[config.mk]
export PLATFORM = sky130hd
export DESIGN_NAME = if_fetch
export DESIGN_NICKNAME = d
export VERILOG_FILES = /design/src/rtl/if_fetch.sv
export SDC_FILE = /design/constraint.sdc
export NUM_CORES = 1
export LEC_CHECK = 0
export CAP_MARGIN = 10
export CORE_UTILIZATION = 45
export CTS_BUF_LIST = sky130_fd_sc_hd__clkbuf_8
export CTS_CLUSTER_DIAMETER = 200
export DETAILED_ROUTE_END_ITERATION = 12
export PLACE_DENSITY = 0.92
export SLEW_MARGIN = 20
export SYNTH_ARGS = -nofsm -noshare
export SYNTH_HDL_FRONTEND = slang
export SYNTH_SLANG_ARGS = --single-unit
export TNS_END_PERCENT = 10
[constraint.sdc]
create_clock -name clk -period 2.4 [get_ports clk]
set_clock_uncertainty 0.05 [all_clocks]
set_input_delay 0.48 -clock clk [delete_from_list [all_inputs] [get_ports clk]]
set_output_delay 0.48 -clock clk [all_outputs]
set_load 0.05 [all_outputs]
[src/rtl/if_fetch.sv]
// Instruction-fetch stage: generates the fetch PC and drives the 64-bit instruction SRAM read port.
// Decode registers {pc_valid, pc} and picks the 32-bit half of the returned word using pc[2].
module if_fetch #(
  parameter logic [63:0] RESET_PC = 64'h0000_0000_8000_0000
) (
  input  logic        clk,
  input  logic        rst,
  input  logic [5:0]  stall,
  input  logic        br_e,
  input  logic [63:0] br_addr,
  output logic        pc_valid,
  output logic [63:0] pc,
  output logic        inst_sram_en,
  output logic [7:0]  inst_sram_we,
  output logic [63:0] inst_sram_addr,
  output logic [63:0] inst_sram_wdata,
  output logic        fetch_misalign,
  output logic [63:0] fetch_cnt
);

  typedef enum logic [1:0] {
    BOOT  = 2'd0,
    FETCH = 2'd1,
    HALT  = 2'd2
  } state_t;

  state_t state_reg;

  logic hold_pc;
  logic target_misaligned;
  logic fetch_accepted;

  // Only bit 0 of the stall vector concerns this stage; the other bits are for later stages.
  logic unused_stall;
  assign unused_stall = ^stall[5:1];

  assign hold_pc           = stall[0];
  assign target_misaligned = (br_addr[1:0] != 2'b00);
  assign fetch_accepted    = pc_valid && !hold_pc && !br_e;

  always_ff @(posedge clk) begin
    if (rst) begin
      state_reg      <= BOOT;
      pc             <= RESET_PC;
      pc_valid       <= 1'b0;
      fetch_misalign <= 1'b0;
      fetch_cnt      <= 64'd0;
    end else begin
      case (state_reg)
        BOOT: begin
          state_reg <= FETCH;
          pc        <= RESET_PC;
          pc_valid  <= 1'b1;
        end

        FETCH: begin
          // A redirect outranks a stall; a misaligned target traps and parks the PC on it.
          if (br_e && target_misaligned) begin
            pc             <= br_addr;
            pc_valid       <= 1'b0;
            fetch_misalign <= 1'b1;
            state_reg      <= HALT;
          end else if (br_e) begin
            pc       <= br_addr;
            pc_valid <= 1'b1;
          end else if (!hold_pc) begin
            pc <= pc + 64'd4;
          end

          if (fetch_accepted) begin
            fetch_cnt <= fetch_cnt + 64'd1;
          end
        end

        HALT: begin
          pc_valid <= 1'b0;
        end

        default: begin
          state_reg <= BOOT;
          pc_valid  <= 1'b0;
        end
      endcase
    end
  end

  // Whole 64-bit words are read; 0x...0 and 0x...4 re-read the same word on purpose.
  assign inst_sram_en    = pc_valid;
  assign inst_sram_addr  = {pc[63:3], 3'b000};
  assign inst_sram_we    = 8'h00;
  assign inst_sram_wdata = 64'd0;

endmodule

# Word level (Yosys, flattened, before mapping)
# Cells that the tools add are included.
[totals]
register_bits = 132
inputBits = 73
output_inout_bits = 267
wordCells = 34
[classes]
add_sub_neg = 2
n_eq_ne = 5
n_mux = 9
bitwise_logic = 1
reduce_logical = 12
[ops]
columns = ["op", "count"]
rows = [
  ["64-bit two-way mux", 3],
  ["64-bit case mux with 2 select lines", 1],
  ["64-bit by 1-bit adder with 64-bit output (second input constant)", 1],
  ["64-bit by 3-bit adder with 64-bit output (second input constant)", 1],
  ["2-bit AND reduction", 4],
  ["2-bit case mux with 3 select lines", 1],
  ["4-bit != test (second input constant)", 1],
  ["2-bit nonzero test", 2],
  ["1-bit logical AND", 3],
  ["3-bit != test (second input constant)", 1],
  ["2-bit by 1-bit equality test with 1-bit output (second input constant)", 1],
  ["2-bit equality test (second input constant)", 1],
  ["1-bit logical NOT", 2],
  ["2-bit logical NOT", 1],
  ["1-bit two-way mux", 2],
  ["2-bit two-way mux", 1],
  ["2-bit != test (second input constant)", 1],
  ["1-bit case mux with 2 select lines", 1],
  ["1-bit inverter", 1],
]

# Logic depth before layout (Yosys ltp)
[depth]
word_depth = 5
ltp_mapped = 10
depth_no_buf = 7

# Worst setup path before layout
# No wires, ideal clock.
[synth_path]
path_type = "flip-flop to flip-flop"
startpoint = "reg fetch_cnt[20]"
endpoint = "reg fetch_cnt[63]"
setup_time_ns = 0.121
arrival_ns = 2.449
required_time_ns = 2.229
path_slack_ns = -0.220
path_stages_with_launch = 8
path_buffers = 1
synth_period_minus_slack_ns = 2.620
path_cell_list = "dfxtp_1 -> and4_2 -> nand4_4 -> or3_1 -> buf_4 -> or2_1 -> nor3_1 -> mux2_2"
[synth_via]
elab_chain_len = 1
[synth_lines]
columns = ["element", "line_no", "text"]
rows = [
  ["start: declaration", "18", "output logic [63:0] fetch_cnt"],
  ["start signal: assignment", "71", "fetch_cnt <= fetch_cnt + 64'd1;"],
  ["64-bit by 1-bit adder with 64-bit output", "71", ""],
]
# No other way between the ends.
# A chain may end at the register's enable or synchronous reset.

# Worst setup path in the final report
[layout_path]
startpoint = "reg pc[49]"
endpoint = "out inst_sram_addr[49]"
[layout_rtl]
columns = ["element", "line_no", "text"]
rows = [
  ["start: declaration", "12", "output logic [63:0] pc,"],
  ["start signal: assignment", "59", "pc <= br_addr;"],
  ["start signal: assignment", "64", "pc <= br_addr;"],
  ["start signal: assignment", "67", "pc <= pc + 64'd4;"],
  ["end: declaration", "15", "output logic [63:0] inst_sram_addr,"],
]
# No word-level cell between the ends.

==> flow_metrics.tcl <==
set metrics [dict create \
    clk_latency_ns 0.46 \
    slew_headroom_pct 61.2 \
    cts_root_buf "clkbuf_8" \
    cp_data_required_time_ns 1.87 \
    clkPwrFrac_pct 36.1 \
    rows 49 \
    post-route-period-util_pct 98.2 \
    cts_tree "done" \
    worst_slack_ns 0.0432 \
    run_status "finished clean" \
    start_util_pct 46.0 \
    reg2reg_from "pc[23]" \
    ir_worst_vdd_uv 354 \
    path_buf_inv 1 \
    fin_nets 1354 \
    crit_path_start_kind "flop" \
    wire_per_inst_um 18.1 \
    worstPathArrival_ns 1.83 \
    routed_via_density 5.70 \
    clk_pin_slew_ns 0.09 \
    worstHoldPathType "input pin to flop" \
    avgSynthCellArea_um2 8.02 \
    hold_viol_final 0 \
    dr.pass1.iters 5 \
    coreArea_mm2 0.0180 \
    overflow 0 \
    drv_slew 0 \
    vias 8672 \
    path_delay_family "buffers and inverters" \
    synth_ff_type "dfxtp_1" \
    antenna_cells 0 \
    critPathMaxStageDelay_ns 0.90 \
    p_switching_uw 1910 \
    drc_errors 0 \
    crit_type "flop to primary output" \
    routabilityCongestion 0.937 \
    crit_chain "clkdlybuf4s50_1" \
    r2r_cells 6 \
    max_freq_mhz 424 \
    wirelength_um 27600 \
    async_flop_share_pct 0 \
    post-place-ws_ns -0.369 \
    first_global_vias 8061 \
    antenna_found_initial 0 \
    areaGrowthSynthToFinish_pct 37.1 \
    whs_endpoint "pc[45]" \
    setup_viol 0 \
    path_max_fanout 7 \
    htreeDepth 4 \
    ys_ff_latch 132 \
    tightest_slew_ns 0.580 \
    pwr-share-comb_pct 21.3 \
    dp_hpwl_um 20100 \
    first_iter_violations 923 \
    end_kind "primary output" \
    netlist_instances 1033 \
    holdPathStages 2 \
    yosysSeqAreaShare_pct 31.9 \
    clock_path_buffers 2 \
    portBuffers 259 \
    cp_slowest_cell "clkdlybuf4s50_1" \
    p_leak_uw 0.00439 \
    p_sw_share_pct 35.7 \
    clock-sinks 132 \
    finalCriticalPeriod_ns 2.36 \
    ys_warn_count 0 \
    die_w_um 138 \
    reg2reg_slack_ns 0.10 \
    die_h_um 138 \
    power.density_mw_per_mm2 472 \
    setup_tns_ns 0 \
    rr_endpoint "pc[57]" \
    synth_edf_count 0 \
    ant_nets 0 \
    grt_pass1_wl_um 41300 \
    num_io_pins 340 \
    netlist_area_mm2 0.00829 \
    drv_cap 0 \
    cts_hold_buf 0 \
    drive_above_1_share_pct 14.2 \
    power.share.sequential_pct 42.6 \
    numCtsBuffers 17 \
    min_from "rst" \
    ys_types 76 \
    internal_power_uw 3450 \
    die_area_mm2 0.0190 \
    rsz0062_at_grt "true" \
    grt_max_degree 75 \
    n_fill_cell 1453 \
    gr-usage-all-layers_pct 28.0 \
]
==> layer usage <==
| layer | global-route usage [%] | part of all wire [%] | wire, um | vias to the layer above |
|---|---|---|---|---|
| li1 | - | - | - | 3952 |
| met5 | 0 | 0 | 0 | - |
| met2 | 48.1 | 49 | 13600 | 556 |
| met1 | 31.9 | 36 | 9950 | 4071 |
| met3 | 6.40 | 10 | 2880 | 93 |
| met4 | 16.1 | 4.0 | 1110 | 0 |
==> layout make-up <==
type	count	area [um^2]	area share (%)
Inverter	21	78.8	0.694
Multi-Input combinational cell	768	4630	40.8
Timing Repair Buffer	339	3290	28.9
Clock inverter	15	163	1.43
Sequential cell	132	2680	23.6
Tap cell	229	287	2.52
Clock buffer	17	234	2.06
==> synth_stat cells (all sizes together) (3+ instances only) <==
cell type  count  area share (%)
buf          154              14
dfxtp        132              32
nor2         105             4.8
nand2         91             4.2
nand3         49             3.2
o21ai         47             2.8
xnor2         42             4.4
a21oi         38             2.3
a22oi         33             3.0
xor2          33             3.5
clkbuf        32             1.5
nand4         31             3.1
nor4          30             3.4
nor3          26             1.7
and3          23             1.7
inv           21            0.95
and4          19             2.1
o22ai         12            0.91
and2           9            0.68
or3            9            0.68
a31oi          8            0.60
o31ai          8            0.72
a21o           6            0.54
o211ai         6            0.54
nor2b          5            0.38
nand2b         4            0.30
nor3b          4            0.42
o31a           4            0.42
o32ai          4            0.42
or2            4            0.30
a22o           3            0.32
nand3b         3            0.27
nor4b          3            0.39
o41ai          3            0.32
or3b           3            0.32
==> cells in the final DEF (no fill, tap or decap), drive strengths merged, types with 4 or more instances in the layout <==
cell type      count
and4              19
o211ai             6
and3              23
inv               31
clkbuf            17
dlymetal6s2s      15
xor2              33
xnor2             42
o31a               4
dfxtp            132
nor2             105
a21oi             38
buf               83
conb              75
nand3             49
dlygate4sd2        6
nor3              26
clkdlybuf4s50    235
nand2b             4
o32ai              4
a22oi             33
a31oi              8
o31ai              8
nor2b              5
o22ai             12
nand2             91
o21ai             47
or2                4
nand4             31
a21o               6
or3                9
nor4              30
and2               9
nor3b              4
==> stage by stage <==
stage               utilization [%]  power [uW]  area [um^2]  cells  hold slack, ns
floorplan                         -        3200         8600   1107           0.502
global placement               60.5        3460        10900   1489           0.407
detailed placement             60.5        3470        10900   1489           0.416
CTS                            62.6        5370        11300   1521           0.277
global route                   63.0        5520        11400   1521           0.302
finish                         63.0        5360        11400   1521           0.301
==> power groups by stage <==
stage	Combinational [uW]	Clock, uW	Sequential (uW)
2_1_floorplan	733	0	2470
3_3_place_gp	1120	0	2330
3_5_place_dp	1130	0	2330
4_1_cts	1130	1950	2280
5_1_grt	1200	2030	2290
6_report	1140	1930	2280
==> how the worst max path moves through the flow <==
stage                   from            endpoint  slack, ns  cells past startpoint
floorplan             pc[18]              pc[45]      -0.02                      8
global placement    stall[0]       fetch_cnt[35]      -0.30                      8
detailed placement  stall[0]       fetch_cnt[35]      -0.37                      8
CTS                   pc[52]              pc[52]      0.002                      1
global route        stall[0]       fetch_cnt[35]      -0.01                      8
finish                pc[49]  inst_sram_addr[49]       0.04                      1
==> logic make-up (layout without fill, tap and decap cells) <==
| group | after synthesis | count (layout) | share of synthesized area [%] |
|---|---|---|---|
| flip-flops | 132 | 132 | 31.9 |
| AO/OA/AOI/OAI | 190 | 190 | 14.8 |
| buffers and inverters | 207 | 392 | 16.1 |
| adder cells (fa/ha/maj) | 2 | 2 | 0.302 |
| multiplexers | 4 | 4 | 0.513 |
| XOR/XNOR | 75 | 75 | 7.93 |
| AND/OR/NAND/NOR | 422 | 422 | 28.4 |
| other | 1 | 75 | 0.0453 |
==> repair_timing <==
action,CTS,global route
setup buffers,0,0
endpoints found under the setup margin,9,19
gates resized for setup,6,21
hold endpoints to repair,0,0
Note: power is estimated with default switching activity, not from simulation.
